[src/rtl/lcd_pkg.sv]
// Shared types and constants for the HD44780 character LCD sequencer.
// Holds the state encoding, init ROM and command helpers.
package lcd_pkg;

  typedef enum logic [2:0] {
    ST_POWERUP,
    ST_SETUP,
    ST_E_HIGH,
    ST_HOLD,
    ST_WAIT,
    ST_IDLE
  } state_t;

  localparam int INIT_LEN = 4;
  localparam int IDX_W    = 2;

  localparam logic [7:0] CMD_FUNCSET = 8'h38;
  localparam logic [7:0] CMD_DISPON  = 8'h0C;
  localparam logic [7:0] CMD_CLEAR   = 8'h01;
  localparam logic [7:0] CMD_ENTRY   = 8'h06;
  localparam logic [7:0] CMD_HOME    = 8'h02;
  localparam logic [7:0] CMD_HOME_B  = 8'h03;

  function automatic logic [7:0] init_byte(
    input logic [IDX_W-1:0] idx
  );
    logic [7:0] b;
    b = CMD_FUNCSET;
    case (idx)
      2'd0:    b = CMD_FUNCSET;
      2'd1:    b = CMD_DISPON;
      2'd2:    b = CMD_CLEAR;
      2'd3:    b = CMD_ENTRY;
      default: b = CMD_FUNCSET;
    endcase
    return b;
  endfunction

  // Clear and home need the long execution wait.
  function automatic logic is_long_cmd(
    input logic       rs,
    input logic [7:0] data
  );
    return !rs && (data == CMD_CLEAR ||
                   data == CMD_HOME  ||
                   data == CMD_HOME_B);
  endfunction

endpackage

[src/rtl/lcd_sequencer_timer.sv]
// Loadable down-counter with zero flag; holds at zero.
// The reset value lets the first state start timing immediately.
module lcd_timer #(
  parameter int               CNT_W   = 20,
  parameter logic [CNT_W-1:0] RST_VAL = '0
) (
  input  logic             clock,
  input  logic             reset,
  input  logic             load,
  input  logic [CNT_W-1:0] load_val,
  output logic             zero
);

  logic [CNT_W-1:0] count;

  always_ff @(posedge clock) begin
    if (reset) begin
      count <= RST_VAL;
    end else if (load) begin
      count <= load_val;
    end else if (count != '0) begin
      count <= count - 1'b1;
    end
  end

  assign zero = (count == '0);

endmodule

[src/rtl/lcd_sequencer.sv]
// HD44780 write sequencer: power-up delay, init ROM, then
// single-byte command/data writes through a ready/req handshake.
module lcd_sequencer
  import lcd_pkg::*;
#(
  parameter int SETUP_CYC      = 4,
  parameter int E_HIGH_CYC     = 25,
  parameter int HOLD_CYC       = 4,
  parameter int CMD_WAIT_CYC   = 2000,
  parameter int CLEAR_WAIT_CYC = 82000,
  parameter int POWERUP_CYC    = 750000,
  parameter int CNT_W          = 20
) (
  input  logic       clock,
  input  logic       reset,
  input  logic       req,
  input  logic       req_rs,
  input  logic [7:0] req_data,
  output logic       ready,
  output logic       done,
  output logic       init_done,
  output logic       RS,
  output logic       RW,
  output logic       E,
  output logic [7:0] DB,
  output logic       LCD_On,
  output logic       LCD_Blon
);

  localparam logic [IDX_W-1:0] LAST_IDX =
    IDX_W'(INIT_LEN - 1);

  state_t           state;
  state_t           state_n;
  logic             zero;
  logic             load;
  logic [CNT_W-1:0] load_val;
  logic [IDX_W-1:0] idx;
  logic [IDX_W-1:0] idx_n;
  logic             rs_n;
  logic [7:0]       db_n;
  logic             e_n;
  logic             ready_n;
  logic             done_n;
  logic             init_n;

  lcd_timer #(
    .CNT_W   (CNT_W),
    .RST_VAL (CNT_W'(POWERUP_CYC - 1))
  ) u_timer (
    .clock    (clock),
    .reset    (reset),
    .load     (load),
    .load_val (load_val),
    .zero     (zero)
  );

  always_ff @(posedge clock) begin
    if (reset) begin
      state     <= ST_POWERUP;
      idx       <= '0;
      E         <= 1'b0;
      RS        <= 1'b0;
      RW        <= 1'b0;
      DB        <= 8'h00;
      ready     <= 1'b0;
      done      <= 1'b0;
      init_done <= 1'b0;
      LCD_On    <= 1'b1;
      LCD_Blon  <= 1'b1;
    end else begin
      state     <= state_n;
      idx       <= idx_n;
      E         <= e_n;
      RS        <= rs_n;
      RW        <= 1'b0;
      DB        <= db_n;
      ready     <= ready_n;
      done      <= done_n;
      init_done <= init_n;
      LCD_On    <= 1'b1;
      LCD_Blon  <= 1'b1;
    end
  end

  always_comb begin
    state_n = state;
    unique case (state)
      ST_POWERUP: if (zero) state_n = ST_SETUP;
      ST_SETUP:   if (zero) state_n = ST_E_HIGH;
      ST_E_HIGH:  if (zero) state_n = ST_HOLD;
      ST_HOLD:    if (zero) state_n = ST_WAIT;
      ST_WAIT: begin
        if (zero) begin
          if (!init_done && idx != LAST_IDX) begin
            state_n = ST_SETUP;
          end else begin
            state_n = ST_IDLE;
          end
        end
      end
      ST_IDLE:    if (req) state_n = ST_SETUP;
      default:    state_n = ST_POWERUP;
    endcase
  end

  // Timer is reloaded with N-1 on every state entry.
  always_comb begin
    load     = (state_n != state);
    load_val = '0;
    unique case (state_n)
      ST_SETUP:  load_val = CNT_W'(SETUP_CYC - 1);
      ST_E_HIGH: load_val = CNT_W'(E_HIGH_CYC - 1);
      ST_HOLD:   load_val = CNT_W'(HOLD_CYC - 1);
      ST_WAIT: begin
        if (is_long_cmd(RS, DB)) begin
          load_val = CNT_W'(CLEAR_WAIT_CYC - 1);
        end else begin
          load_val = CNT_W'(CMD_WAIT_CYC - 1);
        end
      end
      default:   load_val = '0;
    endcase
  end

  always_comb begin
    rs_n    = RS;
    db_n    = DB;
    idx_n   = idx;
    init_n  = init_done;
    done_n  = 1'b0;
    e_n     = (state_n == ST_E_HIGH);
    ready_n = (state_n == ST_IDLE);
    unique case (state)
      ST_POWERUP: begin
        if (zero) begin
          rs_n  = 1'b0;
          db_n  = init_byte('0);
          idx_n = '0;
        end
      end
      ST_WAIT: begin
        if (zero) begin
          if (init_done) begin
            done_n = 1'b1;
          end else if (idx != LAST_IDX) begin
            idx_n = idx + 1'b1;
            rs_n  = 1'b0;
            db_n  = init_byte(idx + 1'b1);
          end else begin
            init_n = 1'b1;
          end
        end
      end
      ST_IDLE: begin
        if (req) begin
          rs_n = req_rs;
          db_n = req_data;
        end
      end
      default: begin
      end
    endcase
  end

endmodule

[config.mk]
export PLATFORM = sky130hd
export DESIGN_NAME = lcd_sequencer
export DESIGN_NICKNAME = d
export VERILOG_FILES = /design/src/rtl/lcd_pkg.sv /design/src/rtl/lcd_sequencer_timer.sv /design/src/rtl/lcd_sequencer.sv
export SDC_FILE = /design/constraint.sdc
export NUM_CORES = 1
export LEC_CHECK = 0
export CORE_ASPECT_RATIO = 0.8
export CORE_UTILIZATION = 54
export DETAILED_ROUTE_END_ITERATION = 16
export HOLD_SLACK_MARGIN = 0.05
export PLACE_DENSITY = 0.79
export SLEW_MARGIN = 25
export SYNTH_ARGS = -nofsm -noshare
export SYNTH_HDL_FRONTEND = slang
export SYNTH_SLANG_ARGS = --single-unit
[constraint.sdc]
create_clock -name clock -period 3.22 [get_ports clock]
set_clock_uncertainty 0.15 [all_clocks]
set_input_delay 0.805 -clock clock [delete_from_list [all_inputs] [get_ports clock]]
set_output_delay 0.805 -clock clock [all_outputs]
set_load 0.1 [all_outputs]
### Yosys cells after proc, flatten, opt, wreduce, memory -nomap -nowiden

Cells that the tools add are included.

| storage, ports and cells | value |
|---|---|
| register bits | 38 |
| input bits | 12 |
| word-level logic and storage cells | 87 |

| cells by class | value |
|---|---|
| add/subtract/negate cells | 2 |
| equality and inequality tests | 23 |
| mux-type cells | 33 |
| bitwise logic cells | 2 |
| reductions and logical operators | 18 |

Operator list:

| kind | count |
|---|---|
| $pmux 17 s3 | 1 |
| $mux 20 | 2 |
| $mux 8 | 5 |
| $pmux 8 s4 | 1 |
| $pmux 8 s3 | 1 |
| $mux 3 | 7 |
| $logic_not 20->1 | 1 |
| $reduce_bool 20->1 | 1 |
| $sub 20x1->20 const B | 1 |
| $pmux 3 s6 | 1 |
| $mux 17 | 1 |
| $eq 8x2->1 const B | 2 |
| $eq 3x2->1 const B | 4 |
| $eq 3x3->1 const B | 4 |
| $eq 8x1->1 const B | 1 |
| $mux 1 | 8 |
| $mux 2 | 4 |
| $ne 2x2->1 const B | 4 |
| $eq 3x1->1 const B | 2 |
| $reduce_and 6->1 | 1 |
| $reduce_and 5->1 | 1 |
| $eq 2x2->1 const B | 2 |
| $ne 2x1->1 const B | 2 |
| $pmux 2 s2 | 1 |
| other kinds (15) | 20 |

### Depth between registers and ports, before layout

Gate-level depths: netlist of run 1.

| logic depth | value |
|---|---|
| depth after elaboration | 9 |
| mapped depth | 8 |

### Hierarchy

From an unflattened synthesis of run 1, not the netlist that was laid out.

| unflattened totals | value |
|---|---|
| cells, all modules | 267 |
| area total of the unflattened synthesis | 2217.1 sq um |

By module, submodules not included:

| module | times used | cells an instance | area an instance (sq um) |
|---|---|---|---|
| lcd_timer | 1 | 138 | 1136.1 |
| lcd_sequencer | 1 | 129 | 1081.0 |

### Worst setup path before layout of run 1

Ideal clock, no wire load.

| timing path | value |
|---|---|
| path kind | register to register |
| start | register init_done |
| end | register idx[1] |
| library setup time | 0.071 ns |
| arrival | 2.277 ns |
| setup slack | 0.723 ns |
| cell stages (with the launch flop) | 6 |
| path through | dfxtp_1 o21a_1 or3_2 or3_4 or4_1 a21oi_1 |

| between the ends | value |
|---|---|
| word-level cells in the longest chain between the ends | 2 |

Ends and longest elaborated chain:

| item | RTL line | text |
|---|---|---|
| start, declared | lcd_sequencer.sv:21 | `output logic init_done,` |
| start signal, assigned | lcd_sequencer.sv:80 | `init_done <= init_n;` |
| $ne 2x2->1 (no source line) | n/a |  |
| $reduce_and 5->1 (no source line) | n/a |  |
| end signal, assigned | lcd_sequencer.sv:73 | `idx <= idx_n;` |
| end, declared | lcd_sequencer.sv:38 | `logic [IDX_W-1:0] idx;` |

No other way between the ends.
A chain may end at the register's enable or synchronous reset.

### Worst setup path after layout of run 1

| timing path | value |
|---|---|
| start | register u_timer.count[0] |
| end | register u_timer.count[19] |

| between the ends | value |
|---|---|
| word-level cells in the longest chain between the ends | 5 |

Ends and longest elaborated chain:

| item | RTL line | text |
|---|---|---|
| start, declared | lcd_sequencer_timer.sv:14 | `logic [CNT_W-1:0] count;` |
| start signal, assigned | lcd_sequencer_timer.sv:20 | `count <= load_val;` |
| start signal, assigned | lcd_sequencer_timer.sv:22 | `count <= count - 1'b1;` |
| parallel branches: the longest is 5 deep, another holds $sub 20x1->20 | n/a |  |

Parallel ways; which one is timed is not known. The select of a mux whose other input is x is not followed.

==> flow_summary_export.csv, run 1 <==
group,metric,value,unit
cells_and_area,post_route_cells_drive_above_1_share,16.0,%
route,drc,0,
worst_setup_path,crit_arrival,2.55,ns
worst_setup_path,slowest_stage,"nor4b_4",
route,wl,4920,um
cts,cts_sinks,38,
synthesis,synth_compound_area_share,19.7,%
timing,max_freq,0.395,GHz
synthesis,synth.distinct_cells,59,
placement,dp_hpwl,3590,um
synthesis,ys_seq_area_share,36.4,%
synthesis,synth_mux_area_share,2.03,%
placement,postPlaceCellArea,2330,um^2
worst_setup_path,crit_family,"simple AND/OR/NAND/NOR gates",
synthesis,ys_ff_latch,38,
cts,path_clk_slew,0.08,ns
status,status,"completed",
worst_setup_path,cp_cell_sequence,"inv_1 > ha_1 > nor4b_4 > nand4_1 > nor2_1 > o21a_1 > o21ai_0",
route,via_count,1917,
synthesis,netlist_instances,244,
grt,gr-usage-all-layers,26.4,%
cts,hold_buffers,0,
timing,setup_tns,0,ns
die,io_pins,28,
placement,io_buffer_count,24,
die,coreArea,3570,um^2
pwr,p_total,0.862,mW
cts,clk_latency,0.29,ns
run,drv_cap,0,
die,start_util,58.6,%
cells_and_area,diodes,0,
synthesis,synth_xor_area_share,5.03,%
cts,cts_htree_levels,2,
synthesis,synth_top_area_cell,"dfxtp_1",
worst_setup_path,critPathMaxStageDelay,0.45,ns
synthesis,avgSynthCellArea,8.57,um^2
synthesis,syn_area,2090,um^2
worst_setup_path,critPathRequiredTime,3.23,ns
route,routed_via_density,6.16,
timing,period_minus_slack,2.53,ns
cts,postCtsSetupRepairBufs,0,
grt,grt_pass1_wl,8410,um
cts,ctsResizeCount,0,
pwr,p_per_area,355,nW/um^2
route,dr.pass1.iters,4,
worst_setup_path,worst-r2r-setup-slack,0.69,ns
placement,gp_congestion,0.839,
timing,drv_slew,0,
cts,cts_root_buffer,"clkbuf_8",
route,first_iter_violations,228,
synthesis,yosys.area.top_type_share,36.4,%
worst_setup_path,crit_path_end_kind,"register",
pwr,ir_worst_vdd,0.000296,V
die,die_w,71.6,um
cells_and_area,utilization,68.0,%
cts,cts.path.max_buffers,2,
die,die-area,4130,um^2
synthesis,synthTopCellsByCount,"38 x dfxtp_1, 21 x nor2_1, 17 x nand2_1",
grt,gr-total-overflow,0,
timing,hold_viol,0,
cells_and_area,nets,285,
die,die_h,57.7,um
synthesis,synthFlopType,"dfxtp_1",
synthesis,synth-edff-count,0,
grt,grt_pass1_vias,1723,
cells_and_area,fillers,304,
grt,grt_antenna_before_repair,0,
worst_setup_path,cp_num_buf_inv,1,
grt,grt_max_degree,25,
die,rows,19,
cts,cts_tree,"yes",
synthesis,synth.most_common_cell,"dfxtp_1",
synthesis,synthAdderAreaFrac,2.99,%
synthesis,synth_top_family_by_area,"simple AND/OR/NAND/NOR gates",
hold_path,hold_class,"register to register",
timing,post-route-period-util,78.7,%
cells_and_area,area_growth,16.0,%
synthesis,yosysWarnings,0,
pwr,power_leakage,0.893,nW
synthesis,ys_async_sr_fraction,0,%
timing,slew_headroom,50.4,%
worst_setup_path,worstSetupPathType,"register to register",
route,drt-wirelength-per-cell,15.8,um
cells_and_area,finalInstanceArea,2420,um^2
worst_setup_path,worst-path-max-fanout,11,
cts,cts-buffers-inserted,5,
synthesis,yosys-top-cells-area,"dfxtp_1 36%, nor2_1 3.8%, a21oi_1 3.1%",
timing,rsz0062_at_grt,"false",
timing,worstMarginPinSlew,0.743,ns
route,postRouteAntennaNets,0,
timing,finalSetupViolations,0,
worst_setup_path,crit_path_start_kind,"register",
synthesis,synthSimpleGateAreaFrac,29.0,%
[worst paths after layout]
check | from | depth (start not counted) | endpoint
worst max register to register | u_timer.count[0] | 7 | u_timer.count[19]
worst min register to register | DB[0] | 2 | DB[0]
worst min-delay path | DB[0] | 2 | DB[0]
worst max-delay path | u_timer.count[0] | 7 | u_timer.count[19]
[worst register-to-register path: cells and delay by family (launching register included)]
kind,cells,cell delay [ns]
AOI/OAI and AO/OA,2,0.56
and+or+nand+nor,3,1.07
DFF,1,0.32
buffers and inverters,1,0.09
adders and majority gates,1,0.21
[report_power, final]
part | internal (mW) | switching, mW | leakage (nW) | total (mW)
registers | 0.473 | 0.00358 | 0.307 | 0.476
clock network | 0.173 | 0.163 | 0.0482 | 0.335
logic | 0.0196 | 0.0305 | 0.538 | 0.0501
total | 0.665 | 0.197 | 0.893 | 0.862
[through the flow]
stage	std cells	hold WS, ns	setup WS (ns)
floorplan	245	0.328	0.723
global placement	303	0.307	0.660
detailed placement	303	0.321	0.665
CTS	311	0.330	0.693
global route	311	0.343	0.434
finish	311	0.323	0.687
[sequential cells by signal, indices dropped and copies added, names as in the netlist]
register       cells
ready              1
state              3
E                  1
idx                2
DB                 8
done               1
RS                 1
u_timer.count     20
init_done          1
[final cells by class]
type,instances,area [um^2],share of cell area (%)
Sequential cell,38,761,31.4
Timing Repair Buffer,30,253,10.4
Clock buffer,7,86.3,3.56
Multi-Input combinational cell,186,1240,51.2
Clock inverter,1,5.00,0.206
Inverter,7,26.3,1.08
Tap cell,42,52.6,2.17
[cells by family (layout without fill, tap and decap cells)]
kind of cell | count (synthesis) | after routing
XOR/XNOR | 12 | 12
buffers and inverters | 21 | 45
AND/OR/NAND/NOR | 100 | 100
adder cells (fa/ha/maj) | 5 | 5
flip-flops | 38 | 38
AO/OA/AOI/OAI | 62 | 62
other | 2 | 3
multiplexers | 4 | 4
[routing by layer]
layer,routed length [um],vias up,GRT usage (%)
li1,-,951,-
met1,2550,893,41.1
met2,2040,63,36.6
met3,263,10,4.87
met4,64,0,8.40
met5,0,-,0
[cells in the final DEF (no fill, tap or decap), types with 3 or more instances in the layout]
cell type	instances
nand2_1	17
clkdlybuf4s50_1	11
nor2_1	21
a21oi_1	13
dfxtp_1	38
nand3_1	10
nor3_1	10
o211ai_1	3
xnor2_1	6
nor4_1	4
buf_4	19
a211oi_1	5
a22oi_1	3
nor4b_1	3
xor2_1	6
o21ai_0	12
or3_1	3
inv_1	6
or4_1	4
o31ai_1	8
ha_1	5
conb_1	3
clkbuf_8	6
nand4_1	3
a31oi_1	4
nand3b_1	3
No activity file was read; power rests on OpenSTA's default activity.
==> run 2: changes to the inputs <==
==> constraint.sdc (replaced) <==
create_clock -name clock -period 2.45 [get_ports clock]
set_clock_uncertainty 0.15 [all_clocks]
set_input_delay 0.6125 -clock clock [delete_from_list [all_inputs] [get_ports clock]]
set_output_delay 0.6125 -clock clock [all_outputs]
set_load 0.1 [all_outputs]
==> flow_summary_export.csv, run 2 (same netlist as run 1, synthesis figures left out) <==
group,metric,value,unit
timing,max_freq,0.418,GHz
placement,pre_cts_slack,0.126,ns
hold_path,hp-start,"DB[2]",
hold_path,min_to,"DB[2]",
placement,dp_cells,318,
pwr,ir_worst_vdd,0.000350,V
pwr,p_int,0.877,mW
cts,clk_latency,0.29,ns
worst_setup_path,worst-path-max-fanout,5,
worst_setup_path,crit_path_end_kind,"register",
cells_and_area,layoutNonFillerInstCount,328,
cells_and_area,area_growth,22.8,%
route,dr.pass1.iters,5,
die,io_pins,28,
route,wl,5360,um
cts,cts_tree,"yes",
die,die_w,71.6,um
cells_and_area,regMostFlops,"u_timer.count",
worst_setup_path,r2r_start,"idx[1]",
timing,setup_ws,0.0585,ns
cells_and_area,mostFrequentLayoutCells,"37 x dfxtp_1, 35 x buf_4, 21 x nor2_1",
timing,post-route-period-util,97.6,%
cts,path_clk_slew,0.07,ns
grt,grt_pass1_vias,1768,
cells_and_area,reg_top3,"u_timer.count (20), DB (8), state (3)",
cells_and_area,ff_latch_area,762,um^2
hold_path,hold_class,"register to register",
die,start_util,58.6,%
worst_setup_path,rr_worst_depth,6,
grt,grt_antenna_before_repair,0,
worst_setup_path,r2r-end,"idx[1]",
grt,grt_pass1_wl,8820,um
pwr,power_leakage,0.979,nW
timing,setup_tns,0,ns
cts,cts-buffers-inserted,5,
pwr,clkPwrFrac,38.9,%
cells_and_area,post_route_cells_drive_above_1_share,22.4,%
placement,postPlaceCellArea,2450,um^2
cts,cts_root_buffer,"clkbuf_8",
cells_and_area,multi_input_area,1250,um^2
timing,hold_viol,0,
pwr,p_per_area,444,nW/um^2
timing,finalSetupViolations,0,
cells_and_area,fillers,283,
cells_and_area,finalInstanceArea,2570,um^2
pwr,sw_frac_of_total,23.1,%
cells_and_area,largest_reg_flops,20,
worst_setup_path,crit_path_start_kind,"register",
cts,hold_buffers,0,
cts,cts_sinks,38,
pwr,comb_power_share,6.1,%
worst_setup_path,worst-r2r-setup-slack,0.06,ns
hold_path,whs_path_depth,2,
status,status,"completed",
timing,period_minus_slack,2.39,ns
timing,fin_hold_ws,0.324,ns
grt,gr-usage-all-layers,27.8,%
timing,drv_slew,0,
die,rows,19,
route,via_count,2079,
cells_and_area,final_common_cell,"dfxtp_1",
worst_setup_path,crit_arrival,2.47,ns
grt,grt_max_degree,24,
route,routed_via_density,6.34,
worst_setup_path,critPathRequiredTime,2.53,ns
worst_setup_path,worstSetupPathType,"register to register",
die,die_h,57.7,um
die,coreArea,3570,um^2
pwr,switchingPower,0.263,mW
cts,cts.path.max_buffers,2,
placement,dp_hpwl,3840,um
route,drc,0,
route,first_iter_violations,257,
placement,io_buffer_count,24,
run,drv_cap,0,
cts,cts_htree_levels,2,
placement,gp_congestion,0.896,
pwr,p_seq_share,55.0,%
route,postRouteAntennaNets,0,
timing,rsz0062_at_grt,"false",
die,die-area,4130,um^2
grt,gr-total-overflow,0,
cells_and_area,utilization,72.0,%
cells_and_area,nets,302,
pwr,p_total,1.14,mW
route,drt-wirelength-per-cell,16.3,um
cells_and_area,diodes,0,
run 2: changes by cell type in the layout (fill, tap and decap cells not counted), sizes merged:
cell | before | now
buf | 19 | 36
run 2: critical path: stages, from the launching register on:
cell	delay (ns)
dfxtp_1	0.36
ha_1	0.26
o21a_1	0.20
or3_2	0.46
or3_4	0.36
or4_1	0.40
a21oi_1	0.15
run 2: area by class of cell:
class	instances	share of cell area, %
clock buffers	7	3.36
flip-flops and latches	38	29.7
repair buffers	47	15.0
clock inverters	1	0.195
well taps	42	2.05
multi-input cells	186	48.7
inverters	7	1.02
run 2: repair_timing:
item / 4_1_cts / 5_1_grt
resized for setup: 0 / 4
setup endpoints to repair: 0 / 4
hold endpoints to repair: 0 / 0
setup buffers: 0 / 2
run 2: power by group through the flow:
stage                     logic (mW)  clock network (mW)  registers, mW
after floorplan               0.0447                   0          0.639
after global placement        0.0687                   0          0.640
after detailed placement      0.0689                   0          0.641
after CTS                     0.0691               0.443          0.626
after global routing          0.0736               0.478          0.626
final                         0.0698               0.443          0.626
run 2: worst max-delay path by stage:
stage,from,end,cells after the start
finish,idx[1],idx[1],6
global route,u_timer.count[0],idx[1],7
CTS,idx[1],idx[1],6
detailed placement,idx[1],idx[1],6
global placement,req,u_timer.count[5],7
floorplan,u_timer.count[0],idx[1],7
run 2: per-layer routing:
metal | routed length [um] | GRT usage [%] | part of all wire (%)
met2 | 2290 | 39.5 | 43
met3 | 407 | 4.87 | 7.6
met5 | 0 | 0 | 0
met1 | 2570 | 42.6 | 48
met4 | 91 | 8.96 | 1.7
